--- config.mk ---
export PLATFORM = sky130hd
export DESIGN_NAME = mesh_terminal_tx
export DESIGN_NICKNAME = d
export VERILOG_FILES = /design/src/rtl/mesh_pkg.sv /design/src/rtl/terminal_fifo.sv /design/src/rtl/mesh_terminal_tx.sv
export SDC_FILE = /design/constraint.sdc
export NUM_CORES = 1
export LEC_CHECK = 0
export BUFFER_PORTS_ARGS = -buffer_cell sky130_fd_sc_hd__buf_2
export CAP_MARGIN = 10
export CELL_PAD_IN_SITES_DETAIL_PLACEMENT = 2
export CELL_PAD_IN_SITES_GLOBAL_PLACEMENT = 2
export CORE_AREA = 8 8 254 256
export CTS_CLUSTER_DIAMETER = 50
export DETAILED_ROUTE_END_ITERATION = 12
export DIE_AREA = 0 0 262 264
export GPL_ROUTABILITY_DRIVEN = 0
export PLACE_DENSITY_LB_ADDON = 0.1
export SETUP_SLACK_MARGIN = 0.4
export SLEW_MARGIN = 20
export SYNTH_ARGS = -nofsm -noshare
export SYNTH_HDL_FRONTEND = slang
export SYNTH_SLANG_ARGS = --single-unit
--- constraint.sdc ---
create_clock -name clk_i -period 7.2 [get_ports clk_i]
set_input_delay 0.72 -clock clk_i [delete_from_list [all_inputs] [get_ports clk_i]]
set_output_delay 0.72 -clock clk_i [all_outputs]
set_load 0.02 [all_outputs]
--- src/rtl/mesh_pkg.sv ---
// Shared mesh definitions: packet field layout, broadcast ID and packing/destination helpers
// used by the terminal injector, the router wrappers and the bench.
package mesh_pkg;

  localparam int JUMP_W    = 8;
  localparam int ROW_W     = 4;
  localparam int COL_W     = 4;
  localparam int HDR_W     = JUMP_W + ROW_W + COL_W + 1;
  localparam int PAY_W_DEF = 15;

  localparam logic [7:0] BDCST_DEF = 8'hFF;

  typedef struct packed {
    logic [JUMP_W-1:0]    nxt_jump;
    logic [ROW_W-1:0]     row;
    logic [COL_W-1:0]     col;
    logic                 mode;
    logic [PAY_W_DEF-1:0] payload;
  } mesh_pkt_t;

  // Header as injected by a terminal: the router fills nxt_jump, so it starts at zero.
  function automatic logic [HDR_W-1:0] pack_hdr(input logic [ROW_W-1:0] row,
                                                input logic [COL_W-1:0] col,
                                                input logic mode);
    return {{JUMP_W{1'b0}}, row, col, mode};
  endfunction

  function automatic mesh_pkt_t pack_pkt(input logic [ROW_W-1:0] row,
                                         input logic [COL_W-1:0] col,
                                         input logic mode,
                                         input logic [PAY_W_DEF-1:0] payload);
    mesh_pkt_t pkt;
    pkt.nxt_jump = {JUMP_W{1'b0}};
    pkt.row      = row;
    pkt.col      = col;
    pkt.mode     = mode;
    pkt.payload  = payload;
    return pkt;
  endfunction

  // Rows and columns are 1-based; the broadcast ID is always routable.
  function automatic logic dest_valid(input logic [ROW_W-1:0] row,
                                      input logic [COL_W-1:0] col,
                                      input logic [ROW_W-1:0] max_row,
                                      input logic [COL_W-1:0] max_col,
                                      input logic [7:0] bdcst);
    logic in_range;
    in_range = (row >= ROW_W'(1)) && (row <= max_row) &&
               (col >= COL_W'(1)) && (col <= max_col);
    return in_range || ({row, col} == bdcst);
  endfunction

endpackage

--- src/rtl/terminal_fifo.sv ---
// Synchronous first-word-fall-through FIFO; the head word, level and flags are all registered
// so the consumer sees clean outputs, and the head reads as zero while empty.
module terminal_fifo #(
  parameter int WIDTH = 32,
  parameter int DEPTH = 16
) (
  input  logic                     clk_i,
  input  logic                     rst_i,
  input  logic                     push_i,
  input  logic [WIDTH-1:0]         wdata_i,
  input  logic                     pop_i,
  output logic [WIDTH-1:0]         rdata_o,
  output logic                     empty_o,
  output logic                     full_o,
  output logic [$clog2(DEPTH):0]   level_o
);

  localparam int AW = $clog2(DEPTH);
  localparam int LW = AW + 1;

  logic [WIDTH-1:0] mem_r [DEPTH];
  logic [AW-1:0]    wr_ptr_r;
  logic [AW-1:0]    rd_ptr_r;
  logic [LW-1:0]    count_r;
  logic [LW-1:0]    count_nxt_s;
  logic [WIDTH-1:0] head_r;
  logic [WIDTH-1:0] head_nxt_s;
  logic             empty_r;
  logic             full_r;
  logic             push_ok_s;
  logic             pop_ok_s;

  assign push_ok_s = push_i & ~full_r;
  assign pop_ok_s  = pop_i & ~empty_r;

  // Next occupancy and the word that will sit at the head after this edge.
  always_comb begin
    count_nxt_s = count_r;
    head_nxt_s  = head_r;
    case ({push_ok_s, pop_ok_s})
      2'b10:   count_nxt_s = count_r + LW'(1);
      2'b01:   count_nxt_s = count_r - LW'(1);
      default: count_nxt_s = count_r;
    endcase
    if (pop_ok_s) begin
      if (count_r > LW'(1)) begin
        head_nxt_s = mem_r[rd_ptr_r + AW'(1)];
      end else if (push_ok_s) begin
        head_nxt_s = wdata_i;
      end else begin
        head_nxt_s = '0;
      end
    end else if (push_ok_s && (count_r == '0)) begin
      head_nxt_s = wdata_i;
    end else begin
      head_nxt_s = head_r;
    end
  end

  // Storage array; contents are don't-care until written, so it carries no reset.
  always_ff @(posedge clk_i) begin
    if (push_ok_s) begin
      mem_r[wr_ptr_r] <= wdata_i;
    end
  end

  // Pointers, occupancy, flags and registered head word.
  always_ff @(posedge clk_i or posedge rst_i) begin
    if (rst_i) begin
      wr_ptr_r <= '0;
      rd_ptr_r <= '0;
      count_r  <= '0;
      head_r   <= '0;
      empty_r  <= 1'b1;
      full_r   <= 1'b0;
    end else begin
      if (push_ok_s) wr_ptr_r <= wr_ptr_r + AW'(1);
      if (pop_ok_s)  rd_ptr_r <= rd_ptr_r + AW'(1);
      count_r <= count_nxt_s;
      head_r  <= head_nxt_s;
      empty_r <= (count_nxt_s == '0);
      full_r  <= (count_nxt_s == LW'(DEPTH));
    end
  end

  assign rdata_o = head_r;
  assign empty_o = empty_r;
  assign full_o  = full_r;
  assign level_o = count_r;

endmodule

--- src/rtl/mesh_terminal_tx.sv ---
// Terminal-side mesh injector: packs client requests into mesh packets, drops unroutable ones,
// buffers the rest and presents them first-word-fall-through to the router input port.
module mesh_terminal_tx
  import mesh_pkg::*;
#(
  parameter int         ROWS       = 4,
  parameter int         COLUMNS    = 4,
  parameter int         PAKG_SIZE  = 32,
  parameter int         FIFO_DEPTH = 16,
  parameter logic [7:0] BDCST      = BDCST_DEF
) (
  input  logic                          clk_i,
  input  logic                          rst_i,
  input  logic                          req_valid_i,
  output logic                          req_ready_o,
  input  logic [3:0]                    req_row_i,
  input  logic [3:0]                    req_col_i,
  input  logic                          req_mode_i,
  input  logic [PAKG_SIZE-18:0]         req_payload_i,
  output logic                          pndng_i_in,
  output logic [PAKG_SIZE-1:0]          data_out_i_in,
  input  logic                          popin,
  output logic [$clog2(FIFO_DEPTH):0]   level_o,
  output logic [15:0]                   sent_cnt_o,
  output logic                          err_o
);

  logic                 full_s;
  logic                 empty_s;
  logic                 accept_s;
  logic                 dest_ok_s;
  logic                 push_s;
  logic                 pop_s;
  logic                 bad_pop_s;
  logic [PAKG_SIZE-1:0] pkt_s;
  logic [15:0]          sent_cnt_r;
  logic                 err_r;

  assign req_ready_o = ~full_s;
  assign pndng_i_in  = ~empty_s;

  assign accept_s  = req_valid_i & req_ready_o;
  assign dest_ok_s = dest_valid(req_row_i, req_col_i, ROW_W'(ROWS), COL_W'(COLUMNS), BDCST);
  assign push_s    = accept_s & dest_ok_s;
  assign pop_s     = popin & pndng_i_in;
  assign bad_pop_s = popin & ~pndng_i_in;
  assign pkt_s     = {pack_hdr(req_row_i, req_col_i, req_mode_i), req_payload_i};

  terminal_fifo #(
    .WIDTH (PAKG_SIZE),
    .DEPTH (FIFO_DEPTH)
  ) u_fifo (
    .clk_i   (clk_i),
    .rst_i   (rst_i),
    .push_i  (push_s),
    .wdata_i (pkt_s),
    .pop_i   (pop_s),
    .rdata_o (data_out_i_in),
    .empty_o (empty_s),
    .full_o  (full_s),
    .level_o (level_o)
  );

  // Delivered-packet counter and sticky protocol error flag; the error clears only on reset.
  always_ff @(posedge clk_i or posedge rst_i) begin
    if (rst_i) begin
      sent_cnt_r <= 16'd0;
      err_r      <= 1'b0;
    end else begin
      if (pop_s) sent_cnt_r <= sent_cnt_r + 16'd1;
      if (bad_pop_s || (accept_s && !dest_ok_s)) err_r <= 1'b1;
    end
  end

  assign sent_cnt_o = sent_cnt_r;
  assign err_o      = err_r;

endmodule

Word level (Yosys, flattened, before mapping)
Memories as Yosys holds them, arrays and structs flattened.
Index checks and enable logic that the tools add are counted.
{"block": "totals", "latchBits": 0, "word_cells": 49, "ramBits": 384, "register_bits": 64, "mem_bits_ro": 0, "output_inout_bits": 56, "in_bits": 28, "memories": 1}
{"block": "op_classes", "multipliers": 0, "addsub": 5, "reduce_logical": 11, "div": 0, "mux": 7, "eq_ne": 4, "bitwise_logic": 8, "n_lt_le_gt_ge": 5, "shifts": 0}
{"name": "u_fifo.mem_r", "words": 16, "word_bits": 24, "rd": 1, "rd_ports_with_merged_regs": 0, "write_ports": 1, "line_no": "terminal_fifo.sv:21", "source": "logic [WIDTH-1:0] mem_r [DEPTH];"}
{"cell": "$mux 32", "n": 3}
{"cell": "$mux 24", "n": 1}
{"cell": "$add 16x1->16 const B", "n": 1}
{"cell": "$logic_not 5->1", "n": 2}
{"cell": "$pmux 5 s2", "n": 1}
{"cell": "$add 4x1->4 const B", "n": 2}
{"cell": "$eq 8x8->1 const B", "n": 1}
{"cell": "$ge 4x1->1 const B", "n": 2}
{"cell": "$le 4x3->1 const B", "n": 2}
{"cell": "$and 1x1->1", "n": 6}
{"cell": "$add 5x1->5 const B", "n": 1}
{"cell": "$eq 5x5->1 const B", "n": 1}
{"cell": "$gt 5x1->1 const B", "n": 1}
{"cell": "$logic_and 1x1->1", "n": 5}
{"cell": "$sub 5x1->5 const B", "n": 1}
{"cell": "$eq 2x1->1 const B", "n": 1}
{"cell": "$eq 2x2->1 const B", "n": 1}
{"cell": "$logic_or 1x1->1", "n": 2}
{"cell": "$mux 1", "n": 2}
{"cell": "$not 1->1", "n": 2}
{"cell": "$reduce_bool 2->1", "n": 1}
{"cell": "$logic_not 1->1", "n": 1}

Logic depth before layout (Yosys ltp)
{"block": "logic_depth", "ltp_word": 10, "ltp_mapped": 11}

Modules after synthesis
Synthesis repeated with hierarchy kept, for this count alone.
{"block": "unflattened", "hier_cells": 1330, "hier_area_um2": 22834.4}
{"module": "terminal_fifo", "cells_per_inst": 1254, "seq_area_each_um2": 16552.1, "n_inst": 1, "area_each_um2": 21967.3}
{"module": "mesh_terminal_tx", "cells_per_inst": 76, "seq_area_each_um2": 425.4, "n_inst": 1, "area_each_um2": 867.1}

Worst setup path before layout
OpenSTA, ideal clock, no wires.
{"block": "synth_path", "path_kind": "input -> register", "startpoint": "input req_col_i[0]", "endpoint": "memory u_fifo.mem_r[3][0] in the netlist's numbering (enable)", "slack_ns": 2.708, "setup_ns": 0.475, "cell_stages": 5, "required_ns": 6.725, "path_buffers": 0, "arrival_ns": 4.017, "cell_sequence": "o21ai_0 > nor4b_2 > a41o_2 > inv_1 > nor4b_1"}
{"block": "synth_between", "elab_chain_cells": 8, "elab_cells_between_ends": 10, "classes_between": "2 x order compare; 1 x eq/ne; 2 x mux; 2 x bitwise; 3 x reduce/logical"}
{"item": "start: declaration", "line_no": "mesh_terminal_tx.sv:17", "source": "input logic [3:0] req_col_i,"}
{"item": "$ge 4x1->1", "line_no": "mesh_pkg.sv:49", "source": "(col >= COL_W'(1)) && (col <= max_col);"}
{"item": "$logic_and 1x1->1", "line_no": "mesh_pkg.sv:48", "source": "in_range = (row >= ROW_W'(1)) && (row <= max_row) &&"}
{"item": "$logic_and 1x1->1", "line_no": "mesh_pkg.sv:49"}
{"item": "$logic_or 1x1->1 (*)", "line_no": "mesh_pkg.sv:50", "source": "return in_range || ({row, col} == bdcst);"}
{"item": "$and 1x1->1 (*)", "line_no": "mesh_terminal_tx.sv:44", "source": "assign push_s = accept_s & dest_ok_s;"}
{"item": "$and 1x1->1 (*)", "line_no": "terminal_fifo.sv:33", "source": "assign push_ok_s = push_i & ~full_r;"}
{"item": "$mux 1 (*)", "line_no": "terminal_fifo.sv:62", "source": "if (push_ok_s) begin"}
{"item": "$mux 1 (not written as such) (*)", "line_no": "terminal_fifo.sv:63", "source": "mem_r[wr_ptr_r] <= wdata_i;"}
{"item": "end: declaration", "line_no": "terminal_fifo.sv:21"}
Every way passes the cells marked *; elsewhere a longest branch is shown, timed or not.

Worst setup path in the final report
{"block": "layout_path", "startpoint": "input req_col_i[0]", "endpoint": "register u_fifo.full_r (netlist: u_fifo.full_o)"}
{"block": "layout_between", "elab_chain_cells": 9, "elab_cells_between_ends": 12, "classes_between": "2 x order compare; 4 x eq/ne; 1 x mux; 2 x bitwise; 3 x reduce/logical"}
{"item": "$ge 4x1->1", "line_no": "mesh_pkg.sv:49"}
{"item": "$logic_and 1x1->1", "line_no": "mesh_pkg.sv:48"}
{"item": "$logic_and 1x1->1", "line_no": "mesh_pkg.sv:49"}
{"item": "$logic_or 1x1->1 (*)", "line_no": "mesh_pkg.sv:50"}
{"item": "$and 1x1->1 (*)", "line_no": "mesh_terminal_tx.sv:44"}
{"item": "$and 1x1->1 (*)", "line_no": "terminal_fifo.sv:33"}
{"item": "$eq 2x1->1 / $eq 2x2->1 (equally long branches)", "line_no": "terminal_fifo.sv:40", "source": "case ({push_ok_s, pop_ok_s})"}
{"item": "$pmux 5 s2 (*)", "line_no": "terminal_fifo.sv:40"}
{"item": "named net u_fifo.count_nxt_s[1]", "line_no": "terminal_fifo.sv:25", "source": "logic [LW-1:0] count_nxt_s;"}
{"item": "$eq 5x5->1 (*)", "line_no": "terminal_fifo.sv:82", "source": "full_r <= (count_nxt_s == LW'(DEPTH));"}
{"item": "end signal: assignment", "line_no": "terminal_fifo.sv:82"}
{"item": "end: declaration", "line_no": "terminal_fifo.sv:29", "source": "logic full_r;"}
The timed path passes the listed nets; every way through them passes the cells marked *.
A chain may end at the register's enable or synchronous reset.

==> impl_metrics.py <==
metrics = {
    "synth": {
        "netlist_top_cells_area": "edfxtp_1 (65%), dfrtp_1 (7.7%), mux2_2 (6.0%)",
        "ys_seq_area_share_pct": 72.36,
        "ys_top_cells_by_count": "edfxtp_1 (384), nand3_1 (104), mux2i_1 (97)",
        "ys_types": 53,
        "yosysTopAreaCellShare_pct": 64.51,
        "async_reset_ff_share_pct": 12.73,
        "synth_flop_cell": "edfxtp_1",
        "synth_edf_count": 384,
        "postSynthCellCount": 1083,
        "netlist_area_um2": 17870,
        "yosysMostFrequentCell": "edfxtp_1",
        "synth_top_cell_by_area": "edfxtp_1",
        "ys_seq_elements": 440,
        "synth_warnings": 0,
        "syn_avg_cell_area_um2": 16.50,
    },
    "sta": {
        "layout_min_cycle_time_ns": 3.188,
        "clock.fmax_mhz": 313.6,
        "slew_violations": 0,
        "setup_tns_ns": 0,
        "post-route-period-util_pct": 44.28,
        "slew-limit-headroom_pct": 30.76,
        "finalClockSkew_ns": 0.03539,
        "rsz0062_at_grt": "no",
        "hold_viol_final": 0,
        "tightest_slew_ns": 1.039,
        "setup_viol": 0,
    },
    "power_and_ir_drop": {
        "combinationalPowerShare_pct": 35.7,
        "power_uw": 9354,
        "switchingPower_uw": 3323,
        "p_leak_uw": 0.007379,
        "clkPwrFrac_pct": 31.8,
        "peakVddDrop_mv": 0.3783,
        "power_density_nw_per_um2": 441.8,
        "power_frac_seq_pct": 32.5,
        "power.share.switching_pct": 35.52,
        "p_int_uw": 6031,
    },
    "floorplan": {
        "coreArea_um2": 60800,
        "row_count": 91,
        "die_area_um2": 69170,
        "die_h_um": 264,
        "chipWidth_um": 262,
        "num_io_pins": 84,
        "start_util_pct": 29.40,
    },
    "min_path": {
        "min_path_type": "in -> async",
    },
    "clock_tree": {
        "postCtsSetupBuffers": 0,
        "root_buffer": "clkbuf_16",
        "postCtsHoldBufs": 0,
        "cts_buffer_depth": 3,
        "clk_latency_ns": 0.62,
        "cts_made_buffers": 60,
        "htreeDepth": 2,
        "cts_tree": "yes",
        "cts-resized-gates": 0,
        "cts_sinks": 440,
        "clkTransAtPathRegs_ns": 0.06,
    },
    "critical_path": {
        "crit_slowest_cell": "a41o_2",
        "worstPathCellList": "buf_2 -> nor3_1 -> nor4b_2 -> a41o_2 -> inv_1 -> ha_1 -> mux2i_1 -> o21ai_0 -> a211o_1 -> a2111o_1 -> nor2b_1",
        "worstPathArrival_ns": 3.70,
        "critPathLaunchType": "input port",
        "critPathRequiredTime_ns": 7.72,
        "path_class": "in -> reg",
        "critPathMaxFanout": 20,
        "critPathCaptureType": "flip-flop",
        "critical-path-max-stage-delay_ns": 0.48,
    },
    "global_route": {
        "grt_usage_pct": 15.11,
        "antenna_found_initial": 0,
        "grt_max_degree": 107,
        "grt_pass1_vias": 11380,
        "grt-ovfl-total": 0,
        "grt_pass1_wl_um": 77680,
    },
    "placed_design": {
        "portBuffers": 75,
        "place_hpwl_um": 27800,
    },
    "drt": {
        "via_per_inst": 5.019,
        "vias": 10120,
        "ant_nets": 0,
        "dr.pass1.iters": 4,
        "drcViolationCount": 0,
        "drt_iter0_drc": 508,
        "wl_per_cell_um": 25.75,
        "wl_um": 51940,
    },
    "job": {
        "drv_cap": 0,
    },
    "final_layout": {
        "final_nets": 1217,
        "drive_above_1_share_pct": 25.94,
        "areaGrowthSynthToFinish_pct": 18.44,
        "fillCellCount": 6136,
        "finalCoreUtilization_pct": 34.82,
    },
    "outcome": {
        "status": "finished, final reports clean",
    },
}
power groups by stage:
stage / clock, µW / sequential [µW] / combinational [µW]
5_1_grt: 3160 / 3060 / 3620
3_3_place_gp: 0 / 3090 / 3400
6_report: 2980 / 3040 / 3340
4_1_cts: 3060 / 3050 / 3430
2_1_floorplan: 0 / 3140 / 2310
3_5_place_dp: 0 / 3100 / 3420
cell families (layout without fill, tap and decap cells):
group                    count (synthesis)  in the layout  share of synthesized area [%]
flip-flops                             440            440                          72.36
AND/OR/NAND/NOR                        206            206                          6.279
multiplexers                           193            193                          11.48
AO/OA/AOI/OAI                          118            118                          5.124
buffers and inverters                   88            224                          2.590
XOR/XNOR                                25             25                          1.309
adder cells (fa/ha/maj)                 12             12                         0.8400
other                                    1              9                        0.02098
per-stage QoR:
| step | hold slack [ns] | setup slack, ns | cell area [µm²] | instances |
|---|---|---|---|---|
| final | 0.3583 | 4.012 | 21170 | 2017 |
| after global routing | 0.4126 | 3.764 | 21170 | 2016 |
| after CTS | 0.3851 | 3.952 | 21170 | 2016 |
| after detailed placement | 0.4657 | 3.320 | 19170 | 1905 |
| after global placement | 0.4629 | 3.427 | 19170 | 1905 |
| after floorplan | 0.4619 | 2.708 | 17900 | 1090 |
cell type report:
type	count	area (µm²)	share of cell area (%)
clock inverters	41	457.9	2.163
well taps	790	988.4	4.669
inverters	11	41.29	0.1950
flip-flops and latches	440	12930	61.10
repair buffers	102	590.6	2.790
multi-input cells	562	4616	21.80
diodes	1	2.502	0.01182
clock buffers	70	1539	7.270
path summary, 6_finish.rpt:
check	start	endpoint	slack (ns)	depth (start not counted)
max	req_col_i[0]	u_fifo.full_o	4.01	11
min	rst_i	u_fifo.rdata_o[21]	0.36	3
max reg2reg	u_fifo.rd_ptr_r[1]	u_fifo.rdata_o[1]	4.06	7
min reg2reg	sent_cnt_o[15]	sent_cnt_o[15]	0.48	1
max in group asynchronous	rst_i	u_fifo.rd_ptr_r[0]	6.11	3
min in group clk_i	popin	err_o	0.41	3
state kept, by name, summed over array words and instances (netlist names):
signal	flops
u_fifo.rdata_o	24
err_o	1
u_fifo.mem_r	384
u_fifo.level_o	5
u_fifo.empty_o	1
u_fifo.full_o	1
u_fifo.wr_ptr_r	4
u_fifo.rd_ptr_r	4
sent_cnt_o	16
metal layers:
layer	up-vias	GRT usage (%)	part of all wire (%)	wire length (µm)
li1	4493	-	-	-
met1	5404	21.07	47	24630
met2	152	24.34	47	24630
met3	75	2.471	3.1	1586
met4	0	3.757	2.1	1100
met5	-	0	0	0
layout by cell type, fill, tap and decap left out, types with 24 or more instances in the layout:
cell / netlist / routed
buf_2: 25 / 75
o22ai_1: 48 / 48
nand4_1: 32 / 32
mux2i_1: 97 / 97
a221o_1: 25 / 25
buf_4: 19 / 26
edfxtp_1: 384 / 384
o32ai_1: 24 / 24
clkbuf_16: 0 / 60
dfrtp_1: 55 / 54
mux2_2: 96 / 96
nand3_1: 104 / 104
critical path: cells and delay by family:
| kind | cells | cell delay, ns |
|---|---|---|
| buffers and inverters | 2 | 0.50 |
| AND/OR/NAND/NOR | 3 | 0.66 |
| multiplexers | 1 | 0.16 |
| adder cells (fa/ha/maj) | 1 | 0.36 |
| AO/OA/AOI/OAI | 4 | 1.28 |
Power figures use the tool's default switching activity.
